`src/rtl/rc4_keystream_decrypt.sv`:
```
`default_nettype none
// =============================================================================
// Module   : rc4_keystream_decrypt
// Brief    : RC4 PRGA stage. Swaps the pre-shuffled S-box in place, XORs the
//            keystream with ROM ciphertext and writes plaintext to RAM.
// Revision : 1.0
// =============================================================================
module rc4_keystream_decrypt #(
  parameter int MSG_LEN = 32,
  parameter int MSG_AW  = 5
) (
  input  logic              clk,
  input  logic              rst_n,
  input  logic              start_i,
  output logic              finish_o,
  output logic              s_mem_sel_o,
  output logic [7:0]        s_addr_o,
  output logic [7:0]        s_data_o,
  output logic              s_wen_o,
  input  logic [7:0]        s_q_i,
  output logic [MSG_AW-1:0] rom_addr_o,
  input  logic [7:0]        rom_q_i,
  output logic [MSG_AW-1:0] ram_addr_o,
  output logic [7:0]        ram_data_o,
  output logic              ram_wen_o
);

  localparam logic [3:0] ST_IDLE    = 4'd0;
  localparam logic [3:0] ST_INC_I   = 4'd1;
  localparam logic [3:0] ST_WAIT_SI = 4'd2;
  localparam logic [3:0] ST_GET_SI  = 4'd3;
  localparam logic [3:0] ST_SET_J   = 4'd4;
  localparam logic [3:0] ST_WAIT_SJ = 4'd5;
  localparam logic [3:0] ST_GET_SJ  = 4'd6;
  localparam logic [3:0] ST_WR_I    = 4'd7;
  localparam logic [3:0] ST_WR_J    = 4'd8;
  localparam logic [3:0] ST_RD_F    = 4'd9;
  localparam logic [3:0] ST_WAIT_F  = 4'd10;
  localparam logic [3:0] ST_GET_F   = 4'd11;
  localparam logic [3:0] ST_WR_OUT  = 4'd12;
  localparam logic [3:0] ST_NEXT    = 4'd13;
  localparam logic [3:0] ST_DONE    = 4'd14;

  localparam logic [MSG_AW-1:0] C_K_LAST = MSG_AW'(MSG_LEN - 1);
  localparam logic [MSG_AW-1:0] C_K_ONE  = MSG_AW'(1);

  logic [3:0]        state_q, state_d;
  logic [7:0]        i_q, i_d, j_q, j_d, si_q, si_d, sj_q, sj_d, f_q, f_d;
  logic [MSG_AW-1:0] k_q, k_d;
  logic              finish_q, finish_d, sel_q, sel_d;
  logic [7:0]        s_addr_q, s_addr_d, s_data_q, s_data_d;
  logic              s_wen_q, s_wen_d;
  logic [MSG_AW-1:0] rom_addr_q, rom_addr_d, ram_addr_q, ram_addr_d;
  logic [7:0]        ram_data_q, ram_data_d;
  logic              ram_wen_q, ram_wen_d;

  always_comb begin
    state_d    = state_q;
    i_d        = i_q;
    j_d        = j_q;
    si_d       = si_q;
    sj_d       = sj_q;
    f_d        = f_q;
    k_d        = k_q;
    finish_d   = finish_q;
    sel_d      = sel_q;
    s_addr_d   = s_addr_q;
    s_data_d   = s_data_q;
    s_wen_d    = s_wen_q;
    rom_addr_d = rom_addr_q;
    ram_addr_d = ram_addr_q;
    ram_data_d = ram_data_q;
    ram_wen_d  = ram_wen_q;
    case (state_q)
      ST_IDLE, ST_DONE: begin
        if (start_i) begin
          i_d      = 8'd0;
          j_d      = 8'd0;
          k_d      = '0;
          finish_d = 1'b0;
          sel_d    = 1'b1;
          state_d  = ST_INC_I;
        end
      end
      ST_INC_I: begin
        i_d      = i_q + 8'd1;
        s_addr_d = i_q + 8'd1;
        state_d  = ST_WAIT_SI;
      end
      ST_WAIT_SI: state_d = ST_GET_SI;
      ST_GET_SI: begin
        si_d    = s_q_i;
        j_d     = j_q + s_q_i;
        state_d = ST_SET_J;
      end
      ST_SET_J: begin
        s_addr_d = j_q;
        state_d  = ST_WAIT_SJ;
      end
      ST_WAIT_SJ: state_d = ST_GET_SJ;
      ST_GET_SJ: begin
        sj_d    = s_q_i;
        state_d = ST_WR_I;
      end
      // When i==j the second write lands on the same address and leaves si there.
      ST_WR_I: begin
        s_addr_d = i_q;
        s_data_d = sj_q;
        s_wen_d  = 1'b1;
        state_d  = ST_WR_J;
      end
      ST_WR_J: begin
        s_addr_d = j_q;
        s_data_d = si_q;
        s_wen_d  = 1'b1;
        state_d  = ST_RD_F;
      end
      ST_RD_F: begin
        s_wen_d    = 1'b0;
        s_addr_d   = si_q + sj_q;
        rom_addr_d = k_q;
        state_d    = ST_WAIT_F;
      end
      ST_WAIT_F: state_d = ST_GET_F;
      ST_GET_F: begin
        f_d     = s_q_i;
        state_d = ST_WR_OUT;
      end
      ST_WR_OUT: begin
        ram_addr_d = k_q;
        ram_data_d = f_q ^ rom_q_i;
        ram_wen_d  = 1'b1;
        state_d    = ST_NEXT;
      end
      ST_NEXT: begin
        ram_wen_d = 1'b0;
        if (k_q == C_K_LAST) begin
          finish_d = 1'b1;
          sel_d    = 1'b0;
          state_d  = ST_DONE;
        end else begin
          k_d     = k_q + C_K_ONE;
          state_d = ST_INC_I;
        end
      end
      default: state_d = ST_IDLE;
    endcase
  end

  always_ff @(posedge clk or negedge rst_n) begin
    if (!rst_n) begin
      state_q    <= ST_IDLE;
      i_q        <= 8'd0;
      j_q        <= 8'd0;
      si_q       <= 8'd0;
      sj_q       <= 8'd0;
      f_q        <= 8'd0;
      k_q        <= '0;
      finish_q   <= 1'b0;
      sel_q      <= 1'b0;
      s_addr_q   <= 8'd0;
      s_data_q   <= 8'd0;
      s_wen_q    <= 1'b0;
      rom_addr_q <= '0;
      ram_addr_q <= '0;
      ram_data_q <= 8'd0;
      ram_wen_q  <= 1'b0;
    end else begin
      state_q    <= state_d;
      i_q        <= i_d;
      j_q        <= j_d;
      si_q       <= si_d;
      sj_q       <= sj_d;
      f_q        <= f_d;
      k_q        <= k_d;
      finish_q   <= finish_d;
      sel_q      <= sel_d;
      s_addr_q   <= s_addr_d;
      s_data_q   <= s_data_d;
      s_wen_q    <= s_wen_d;
      rom_addr_q <= rom_addr_d;
      ram_addr_q <= ram_addr_d;
      ram_data_q <= ram_data_d;
      ram_wen_q  <= ram_wen_d;
    end
  end

  assign finish_o    = finish_q;
  assign s_mem_sel_o = sel_q;
  assign s_addr_o    = s_addr_q;
  assign s_data_o    = s_data_q;
  assign s_wen_o     = s_wen_q;
  assign rom_addr_o  = rom_addr_q;
  assign ram_addr_o  = ram_addr_q;
  assign ram_data_o  = ram_data_q;
  assign ram_wen_o   = ram_wen_q;

endmodule
`default_nettype wire

```
`config.mk`:
```
export PLATFORM = sky130hd
export DESIGN_NAME = rc4_keystream_decrypt
export DESIGN_NICKNAME = d
export VERILOG_FILES = /design/src/rtl/rc4_keystream_decrypt.sv
export SDC_FILE = /design/constraint.sdc
export NUM_CORES = 1
export LEC_CHECK = 0
export ABC_CLOCK_PERIOD_IN_PS = 5100
export CORE_UTILIZATION = 23
export CTS_CLUSTER_DIAMETER = 150
export CTS_CLUSTER_SIZE = 25
export DETAILED_ROUTE_END_ITERATION = 7
export HOLD_SLACK_MARGIN = 0.08
export PLACE_DENSITY_LB_ADDON = 0.2
export SYNTH_ARGS = -nofsm -noshare
export SYNTH_HDL_FRONTEND = slang
export SYNTH_SLANG_ARGS = --single-unit
```
`constraint.sdc`:
```
create_clock -name clk -period 5.1 [get_ports clk]
set_clock_uncertainty 0.15 [all_clocks]
set_input_delay 0.51 -clock clk [delete_from_list [all_inputs] [get_ports clk]]
set_output_delay 0.51 -clock clk [all_outputs]
set_load 0.02 [all_outputs]
```
==> results.py <==
metrics = {
    "worst_hold_path": {
        "hold_path.class": "flip-flop to flip-flop",
    },
    "finish": {
        "final_layout_size_suffix_gt1_share_pct": 8.78,
        "sequential_cell_area_mm2": 0.00218,
        "stdcell_area_mm2": 0.00570,
        "nFillCells": 2070,
        "multiInputGateArea_mm2": 0.00226,
        "fin_util_pct": 29.3,
        "syn2layout_area_growth_pct": 24.7,
        "nets": 557,
        "antenna_cells": 0,
        "fin_cells": 789,
    },
    "sta": {
        "slew_headroom_pct": 42.1,
        "drv_slew": 0,
        "hold_viol_final": 0,
        "whs_ps": 330,
        "min_period_ps": 2500,
        "rsz0062_at_grt": "false",
        "setup_viol": 0,
        "fmax_mhz": 400,
        "fin_setup_tns_ps": 0,
        "worstMarginPinSlew_ps": 865,
        "fin_crit_sh_pct": 49.0,
    },
    "die": {
        "die_w_um": 143,
        "start_util_pct": 23.5,
        "core_mm2": 0.0195,
        "ios": 57,
        "core.rowCount": 51,
        "die_area_mm2": 0.0204,
        "dieHeight_um": 143,
    },
    "power": {
        "swShare_pct": 41.0,
        "vdd_drop_max_mv": 0.177,
        "clockPowerShare_pct": 18.8,
        "intPower_w": 0.00210,
        "p_seq_share_pct": 35.3,
        "p_comb_share_pct": 45.9,
        "switchingPower_w": 0.00146,
        "powerDensity_mw_per_mm2": 626,
        "power.leakage_nw": 2.46,
    },
    "placement": {
        "hpwl_um": 9240,
        "gp_congestion": 0.812,
        "placed_cells": 772,
        "placed_area_mm2": 0.00539,
        "port_buffers": 56,
    },
    "yosys": {
        "post-synth-top-area-cell": "dfrtp_1",
        "syn_avg_cell_area_um2": 9.78,
        "ys_top_cells_by_area": "dfrtp_1 (48%), nand2_1 (6.6%), mux2_2 (4.9%)",
        "synth_top_area_share_pct": 47.7,
        "ys_warn_count": 0,
        "yosysMostFrequentCell": "dfrtp_1",
        "ys_seq_area_share_pct": 47.7,
        "synth_fp_nets": 505,
        "synth_commonest_cells": "dfrtp_1 (87), nand2_1 (80), o21ai_0 (44)",
        "syn_area_mm2": 0.00457,
        "synthFlopType": "dfrtp_1",
        "synth_edf_count": 0,
        "ys_ff_latch": 87,
        "synth_cells": 467,
        "synthDistinctLibCells": 52,
        "async_flop_share_pct": 100,
    },
    "critical_path": {
        "worstSetupPathType": "flip-flop to flip-flop",
        "cp_slowest_cell": "nor2_1",
        "critical_path.max_fanout": 22,
        "worstPathArrival_ps": 2620,
        "critical_path.startpoint_type": "flip-flop",
        "cp.buffers_inverters": 0,
        "slowest_delay_ps": 700,
        "crit_path_end_kind": "flip-flop",
        "crit_required_ps": 5220,
        "cpLargestDelayFamily": "simple AND/OR/NAND/NOR gates",
        "worstPathCellList": "nand2b_1, nor2_1, nand3_1, or3b_1, a21oi_1",
    },
    "run_status": {
        "status": "finished, final reports clean",
    },
    "grt": {
        "grt_pass1_wl_um": 20100,
        "antenna_found_initial": 0,
        "grt_overflow": 0,
        "grtUsageTotal_pct": 13.2,
        "grt_max_degree": 47,
        "grt_pass1_vias": 3623,
    },
    "clock_tree": {
        "clock_tree.root_cell": "clkbuf_16",
        "path_clk_slew_ps": 60,
        "cts_resized": 0,
        "cts_tree": "built",
        "numCtsBuffers": 9,
        "htreeDepth": 3,
        "clk_latency_ps": 350,
        "clockBufferDepth": 2,
        "clock-sinks": 87,
    },
    "routing": {
        "ant_nets": 0,
        "drc_errors": 0,
        "drt_pass1_iterations": 5,
        "drt_iter0_drc": 227,
        "drt_wl_total_um": 12600,
        "vias_per_cell": 4.68,
        "vias": 3690,
        "wl_per_cell_um": 16.0,
    },
    "run": {
        "maxCapViolCount": 0,
    },
}
## cells in the final DEF (no fill, tap or decap), types with 3 or more instances in the layout
cell type and count:
and3_1 4, clkinv_2 4, nor3_1 6, inv_1 6, o22ai_1 8, o21ai_0 44
mux2_2 20, a21oi_1 23, nand2_1 80, clkbuf_16 9, or3_1 3, nor2b_1 3
ha_1 17, xor2_1 4, nand2b_1 10, clkdlybuf4s50_1 55, xnor2_1 16, nand3_1 10
a22o_1 4, a211o_1 3, a21o_1 5, nand4_1 3, nor2_1 30, nor3b_1 6
a221oi_1 5, and2_1 4, mux2i_1 11, buf_4 6, dfrtp_1 87, a211oi_1 4
## stage by stage
| stage | power, W | worst slack (ps) |
|---|---|---|
| 6_report | 0.00356 | 2600 |
| 5_1_grt | 0.00382 | 2390 |
| 4_1_cts | 0.00361 | 2580 |
| 3_5_place_dp | 0.00292 | 2340 |
| 3_3_place_gp | 0.00290 | 2340 |
| 2_1_floorplan | 0.00231 | 2960 |
## power groups by stage
stage | Clock (W) | Sequential [W] | Combinational, W
finish | 0.000671 | 0.00126 | 0.00164
CTS | 0.000694 | 0.00127 | 0.00165
floorplan | 0 | 0.00129 | 0.00102
detailed placement | 0 | 0.00128 | 0.00164
global route | 0.000720 | 0.00130 | 0.00180
global placement | 0 | 0.00127 | 0.00163
## cells by family (layout without fill, tap and decap cells)
logic type                 after synthesis  in the layout  share of synthesized area (%)
AOI/OAI and AO/OA                      116            116                           15.9
xor gates and xnor gates                20             20                           3.83
adders and majority gates               19             19                           5.53
buffers and inverters                   27             84                           2.82
DFF                                     87             87                           47.7
muxes                                   31             31                           7.34
and+or+nand+nor                        167            167                           16.9
## flip-flops by register name, summed over array words and instances, names as in the netlist
| register | count |
|---|---|
| f_q | 8 |
| s_data_o | 8 |
| rom_addr_o | 5 |
| i_q | 8 |
| si_q | 8 |
| ram_data_o | 8 |
| finish_o | 1 |
| ram_wen_o | 1 |
| ram_addr_o | 5 |
| k_q | 5 |
| s_addr_o | 8 |
| s_wen_o | 1 |
| j_q | 8 |
| state_q | 4 |
| s_mem_sel_o | 1 |
| sj_q | 8 |
## repair_timing
action | 4_1_cts | 5_1_grt
hold buffers | 1 | 0
endpoints found under the hold margin | 41 | 0
buffers inserted | 0 | 0
## worst reg2reg max path: cells and delay by family (launching register included)
family / cells / cell delay (ps)
and+or+nand+nor: 4 / 1540
AOI/OAI and AO/OA: 1 / 140
DFF: 1 / 600
## metal layers
layer | wire length (µm) | track usage [%] | up-vias | share of wire [%]
li1 | - | - | 1769 | -
met1 | 5990 | 17.4 | 1834 | 48
met2 | 5940 | 21.2 | 74 | 47
met3 | 391 | 1.81 | 13 | 3.1
met4 | 278 | 6.45 | 0 | 2.2
met5 | 0 | 0 | - | 0
## final timing paths
| check | depth (start not counted) | end | slack [ps] | start |
|---|---|---|---|---|
| min in group asynchronous | 2 | ram_data_o[4]$_DFFE_PN0P_ | 540 | rst_n |
| max in group asynchronous | 3 | ram_data_o[6]$_DFFE_PN0P_ | 3210 | rst_n |
| worst max-delay path | 5 | s_addr_o[7]$_DFFE_PN0P_ | 2600 | state_q[2]$_DFFE_PN0P_ |
| worst max register to register | 5 | s_addr_o[7]$_DFFE_PN0P_ | 2600 | state_q[2]$_DFFE_PN0P_ |
| worst min-delay path | 2 | rom_addr_o[4]$_DFFE_PN0P_ | 330 | rom_addr_o[4]$_DFFE_PN0P_ |
| worst min register to register | 2 | rom_addr_o[4]$_DFFE_PN0P_ | 330 | rom_addr_o[4]$_DFFE_PN0P_ |
## final cells by class
| type | instances | share of cell area [%] |
|---|---|---|
| multi-input cells | 353 | 39.7 |
| flip-flops and latches | 87 | 38.2 |
| repair buffers | 62 | 10.6 |
| well taps | 265 | 5.82 |
| clock buffers | 10 | 4.20 |
| clock inverters | 6 | 1.03 |
| inverters | 6 | 0.395 |
Note: power is estimated with default switching activity, not from simulation.
==> edit 1: new RTL, config.mk and constraints unchanged <==
The parameter `MSG_AW` goes from 5 to 4.
--- a/src/rtl/rc4_keystream_decrypt.sv
+++ b/src/rtl/rc4_keystream_decrypt.sv
@@ -7,7 +7,7 @@
 // =============================================================================
 module rc4_keystream_decrypt #(
   parameter int MSG_LEN = 32,
-  parameter int MSG_AW  = 5
+  parameter int MSG_AW  = 4
 ) (
   input  logic              clk,
   input  logic              rst_n,
Interface: changed (resized ram_addr_o and rom_addr_o); port bits go from 57 to 55. No check against the original RTL was run, so the function may have changed too.
==> edit 1 against the original RTL <==
- cell count shrank 3.8%
- die area is 1.9% lower
- worst setup slack worse by 70 ps
- area after synthesis fell by 1.9%
- maximum frequency decreased by 2.7%
- cell area is 2.5% lower
- total power down 3.8%
- routed wire length decreased by 1.9%
- synthesized cell count down 4.9%
- sequential cell count decreased by 3
- highest routed layer unchanged
==> edit 1: results (changes against the original RTL) <==
Yosys
  • Commonest cells in the netlist: 84 x dfrtp_1, 70 x nand2_1, 32 x nor2_1
  • Sequential fraction of the synthesis area: 0.469 (-0.00744)
  • Net count after synthesis: 481 (-4.8%)
  • Post-synthesis xor/xnor area fraction: 0.0410 (+0.00270)
  • Synth Area in Compound Gates: 0.172 (+0.0129)
  • Adder-cell share of the synthesized area: 0.0536 (-0.00171)
  • Cell variety after synth: 61 (+17%)
  • Average size of a mapped cell: 10.1 µm² (+3.2%)
  • Synth Cell Area: 4480 µm² (-1.9%)
  • Synth top area cells: dfrtp_1 47%, nand2_1 5.9%, mux2_2 4.8%

Worst setup path
  • Worst setup path startpoint: state_q[0]
  • R2r setup slk: 2530 ps (-70 ps)
  • Worst Path Max Fanout: 25 (+14%)
  • CP Capture Point: s_addr_o[6]

Cells and area
  • Diodes inserted: 0 (unchanged)
  • Non-clock inverters: 5 (-1)
  • Multi-input gate area: 2250 µm² (-0.50%)
  • Clock-cell share: 0.0514 (-0.000899)
  • CLK BUF: 11 (+1)
  • Count of multi-input gates: 336 (-4.8%)
  • Layout Cells excl Fill: 759 (-3.8%)
  • # nets final: 531 (-4.7%)
  • Fill count: 2,012 (-2.8%)
  • NonClk Buf Share: 0.103 (-0.00355)
  • Layout cells sized above 1: 0.104 (+0.0164)

Place
  • DP Wirelength: 8920 µm (-3.5%)
  • Dpl cells: 742 (-3.9%)
  • Post-Place Worst Slack: 2320 ps (-19.9 ps)
  • Port Buffers: 54 (-3.6%)
  • RD Place Congestion: 0.780 (-3.9%)

GRT
  • Vias in the first global route: 3,383 (-6.6%)
  • Largest net degree at the start of global routing: 51 (+8.5%)
  • First-pass GRT wire length: 19,800 µm (-1.4%)
  • Total GRT Usage: 0.132 (about the same)

Min path
  • Hold Crit Depth: 2 (unchanged)
  • Hold_sp: rom_addr_o[0]
  • Hold Path Sink: rom_addr_o[0]

Timing
  • Worst Max-Slew Pin Slew: 1120 ps (+250 ps)
  • Fin crit share: 0.503 (+0.0137)
  • Worst hold slack: 341 ps (+10.5 ps)

Pwr
  • P_leak: 2.38 nW (-3.1%)
  • Max IR drop VDD: 209 µV (+18%)
  • Sw Pwr: 1.40 mW (-4.2%)

Detailed routing
  • WL final: 12,400 µm (-1.9%)
  • Via count: 3,496 (-5.3%)
  • Drt initial violations: 217 (-4.4%)
  • First-pass iteration count of the detailed router: 5 (unchanged)

Clocking
  • Clock sinks: 84 (-3.4%)
  • Root buffer cell: clkbuf_16
  • Worst-Skew Late Latency: 350 ps (about the same)

Outcome
  • Status: completed
## edit 1: cell types whose count changed in the layout (fill, tap and decap cells not counted), moves of 3 or more
| cell | change |
|---|---|
| o22ai_1 | -4 |
| o211ai_1 | +3 |
| nand2b_1 | -3 |
| a21oi_1 | -4 |
| o21ai_1 | +5 |
| nor3_2 | +5 |
| nand2_1 | -10 |
| dfrtp_1 | -3 |
| nor3b_1 | -6 |
| a221oi_1 | -3 |
| o21ai_0 | -15 |
| a21o_1 | +4 |
## edit 1: power by group through the flow
stage	Clock [mW]	Sequential, mW	Combinational, mW
2_1_floorplan	0	1.24	0.997
3_3_place_gp	0	1.24	1.53
3_5_place_dp	0	1.26	1.54
4_1_cts	0.677	1.24	1.55
5_1_grt	0.703	1.29	1.69
6_report	0.659	1.24	1.53
## edit 1: repair_timing
item / in CTS / in global routing
hold buffers: 1 / 0
setup endpoints to repair: 0 / 0
endpoints found under the hold margin: 34 / 0
## edit 1: worst max-delay path, stage by stage (launching register included)
cell and delay, ps:
dfrtp_1 840, nand4bb_1 570, or4b_1 630, mux2i_1 140, o32ai_1 100, nand2_1 70
## edit 1: metrics by stage
step	area, µm²	total power [mW]
after global placement	5260	2.77
final	5550	3.43
after global routing	5550	3.68
after floorplan	4480	2.23
after CTS	5550	3.47
after detailed placement	5260	2.80
## edit 1: layer usage
layer | vias up | share of wire | track usage
met5 | - | 0 | 0
met4 | 0 | 0.020 | 0.0628
met3 | 12 | 0.029 | 0.0186
met2 | 68 | 0.48 | 0.212
met1 | 1724 | 0.47 | 0.175
li1 | 1692 | - | -
==> edit 2: new RTL, same flow settings <==
Made on the original files. `ram_data_q` no longer has a reset.
--- a/src/rtl/rc4_keystream_decrypt.sv
+++ b/src/rtl/rc4_keystream_decrypt.sv
@@ -163,7 +163,6 @@
       s_wen_q    <= 1'b0;
       rom_addr_q <= '0;
       ram_addr_q <= '0;
-      ram_data_q <= 8'd0;
       ram_wen_q  <= 1'b0;
     end else begin
       state_q    <= state_d;
@@ -180,9 +179,12 @@
       s_wen_q    <= s_wen_d;
       rom_addr_q <= rom_addr_d;
       ram_addr_q <= ram_addr_d;
-      ram_data_q <= ram_data_d;
       ram_wen_q  <= ram_wen_d;
     end
+  end
+
+  always_ff @(posedge clk) begin
+    ram_data_q <= ram_data_d;
   end
 
   assign finish_o    = finish_q;
Check against the original RTL: same outputs for any inputs over 10 cycles, from zero or initial values and one cycle with rst_n low; that may be too few to reach the edited logic, so the function may still have changed.
==> edit 2 against the original RTL <==
- area after synthesis grew 0.82%
- die area up 0.81%
- total power decreased by 3.5%
- sequential share of layout area increased by 0.52 points
- core utilization about the same
- routed wire length decreased by 2.5%
- worst setup slack got worse by 320 ps
- first-iteration DRC count rose by 13%
- sequential cell count did not move
- clock power grew 5.8%
- cell area rose by 0.46%
- critical path type unchanged
- critical endpoint is now i_q[6]
- largest power group unchanged
==> edit 2: results (changes against the original RTL) <==
Worst setup path
  • Slowest cell on crit path: nor3_1
  • Worst Path Max Fanout: 19 (-14%)
  • R2r setup slk: 2290 ps (-320 ps)
  • Launching point of the worst reg2reg path: state_q[1]
  • Max incr delay on CP: 920 ps (+220 ps)
  • Crit Reg-Reg Endpoint: i_q[6]
  • Arrival time worst endpoint: 2880 ps (+260 ps)

Yosys
  • Synth top area cells: dfrtp_1 43%, mux2_2 6.8%, edfxtp_1 5.2%
  • Asr flop ratio synth: 0.908 (-0.0920)
  • Top_reg_cell synth: dfrtp_1
  • Commonest cells in the netlist: 79 x dfrtp_1, 43 x nand2_1, 41 x o21ai_0
  • Cell variety after synth: 55 (+5.8%)
  • Sequential fraction of the synthesis area: 0.481 (+0.00481)
  • Syn. warnings: 0 (unchanged)
  • Number of enable flip-flop cells after synthesis: 8 (+8)
  • Net count after synthesis: 474 (-6.1%)

Pwr
  • Max IR drop VDD: 173 µV (-2.5%)
  • P_leak: 2.43 nW (-0.92%)
  • Register share of total power: 0.354 (about the same)
  • Logic pwr share: 0.440 (-0.019)
  • Cell Int Power: 2.08 mW (-1.1%)

Clocking
  • Post CTS Setup Buffer Count: 0 (unchanged)
  • Post_cts resized: 0 (unchanged)
  • Num CTS Buffers: 9 (unchanged)

Detailed routing
  • Vias per Instance: 4.65 (-0.60%)
  • Routed wire per std cell: 16.2 µm (+1.6%)
  • Drt initial violations: 257 (+13%)
  • First-pass iteration count of the detailed router: 4 (-1)

Place
  • Post-Place Worst Slack: 2220 ps (-119 ps)
  • DP Wirelength: 9070 µm (-1.9%)
  • Port Buffers: 56 (unchanged)
  • Placed cell area: 5410 µm² (+0.39%)
  • RD Place Congestion: 0.789 (-2.7%)

Outcome
  • Status: completed

Timing
  • Worst Max-Slew Pin Slew: 1150 ps (+285 ps)

Cells and area
  • Fill count: 2,070 (unchanged)
  • Multi-input gate area: 2270 µm² (+0.33%)
  • # nets final: 525 (-5.7%)
  • Diodes inserted: 0 (unchanged)
  • Layout cells sized above 1: 0.116 (+0.0281)

GRT
  • Largest net degree at the start of global routing: 80 (+70%)
  • Total GRT Usage: 0.129 (-0.00363)
  • First-pass GRT wire length: 20,000 µm (-0.48%)
  • Vias in the first global route: 3,492 (-3.6%)

Min path
  • Hold Crit Class: in -> async
edit 2: how the worst max path moves through the flow:
| stage | start | to | slack, ps | cells after the start |
|---|---|---|---|---|
| floorplan | k_q[0] | k_q[3] | 2800 | 8 |
| global placement | s_q_i[1] | j_q[7] | 2260 | 7 |
| detailed placement | s_q_i[1] | j_q[7] | 2220 | 7 |
| CTS | state_q[1] | i_q[6] | 2340 | 5 |
| global route | state_q[1] | i_q[6] | 1960 | 5 |
| finish | state_q[1] | i_q[6] | 2290 | 5 |
edit 2: layer usage:
layer  track usage  wire length, µm
met1         0.171             5670
met2         0.202             5860
met3        0.0227              433
met4        0.0599              323
met5             0                0
edit 2: layout make-up:
type | instances | area share
Inverter | 5 | 0.00328
Multi-Input combinational cell | 326 | 0.397
Timing Repair Buffer | 58 | 0.100
Clock buffer | 10 | 0.0400
Tap cell | 265 | 0.0579
Clock inverter | 6 | 0.0146
Sequential cell | 87 | 0.387
edit 2: cells by family (layout without fill, tap and decap cells):
group / after synthesis / in the layout / share of synthesized area
compound gates: 118 / 118 / 0.174
xor+xnor: 19 / 19 / 0.0361
fa+ha+maj: 19 / 19 / 0.0549
buf+inv: 23 / 79 / 0.0269
flops: 87 / 87 / 0.481
mux: 38 / 38 / 0.0902
simple gates: 132 / 132 / 0.136
edit 2: through the flow:
stage / power, mW / instances / hold slack [ps]
after floorplan: 2.25 / 436 / 64.4
after global placement: 2.73 / 741 / 317
after detailed placement: 2.76 / 741 / 320
after CTS: 3.48 / 757 / 239
after global routing: 3.70 / 757 / 282
final: 3.44 / 757 / 197
edit 2: critical path: cells and delay by family, from the launching register on:
kind             cells  cell delay [ps]
AND/OR/NAND/NOR      3             1610
AO/OA/AOI/OAI        2              370
flip-flops           1              550
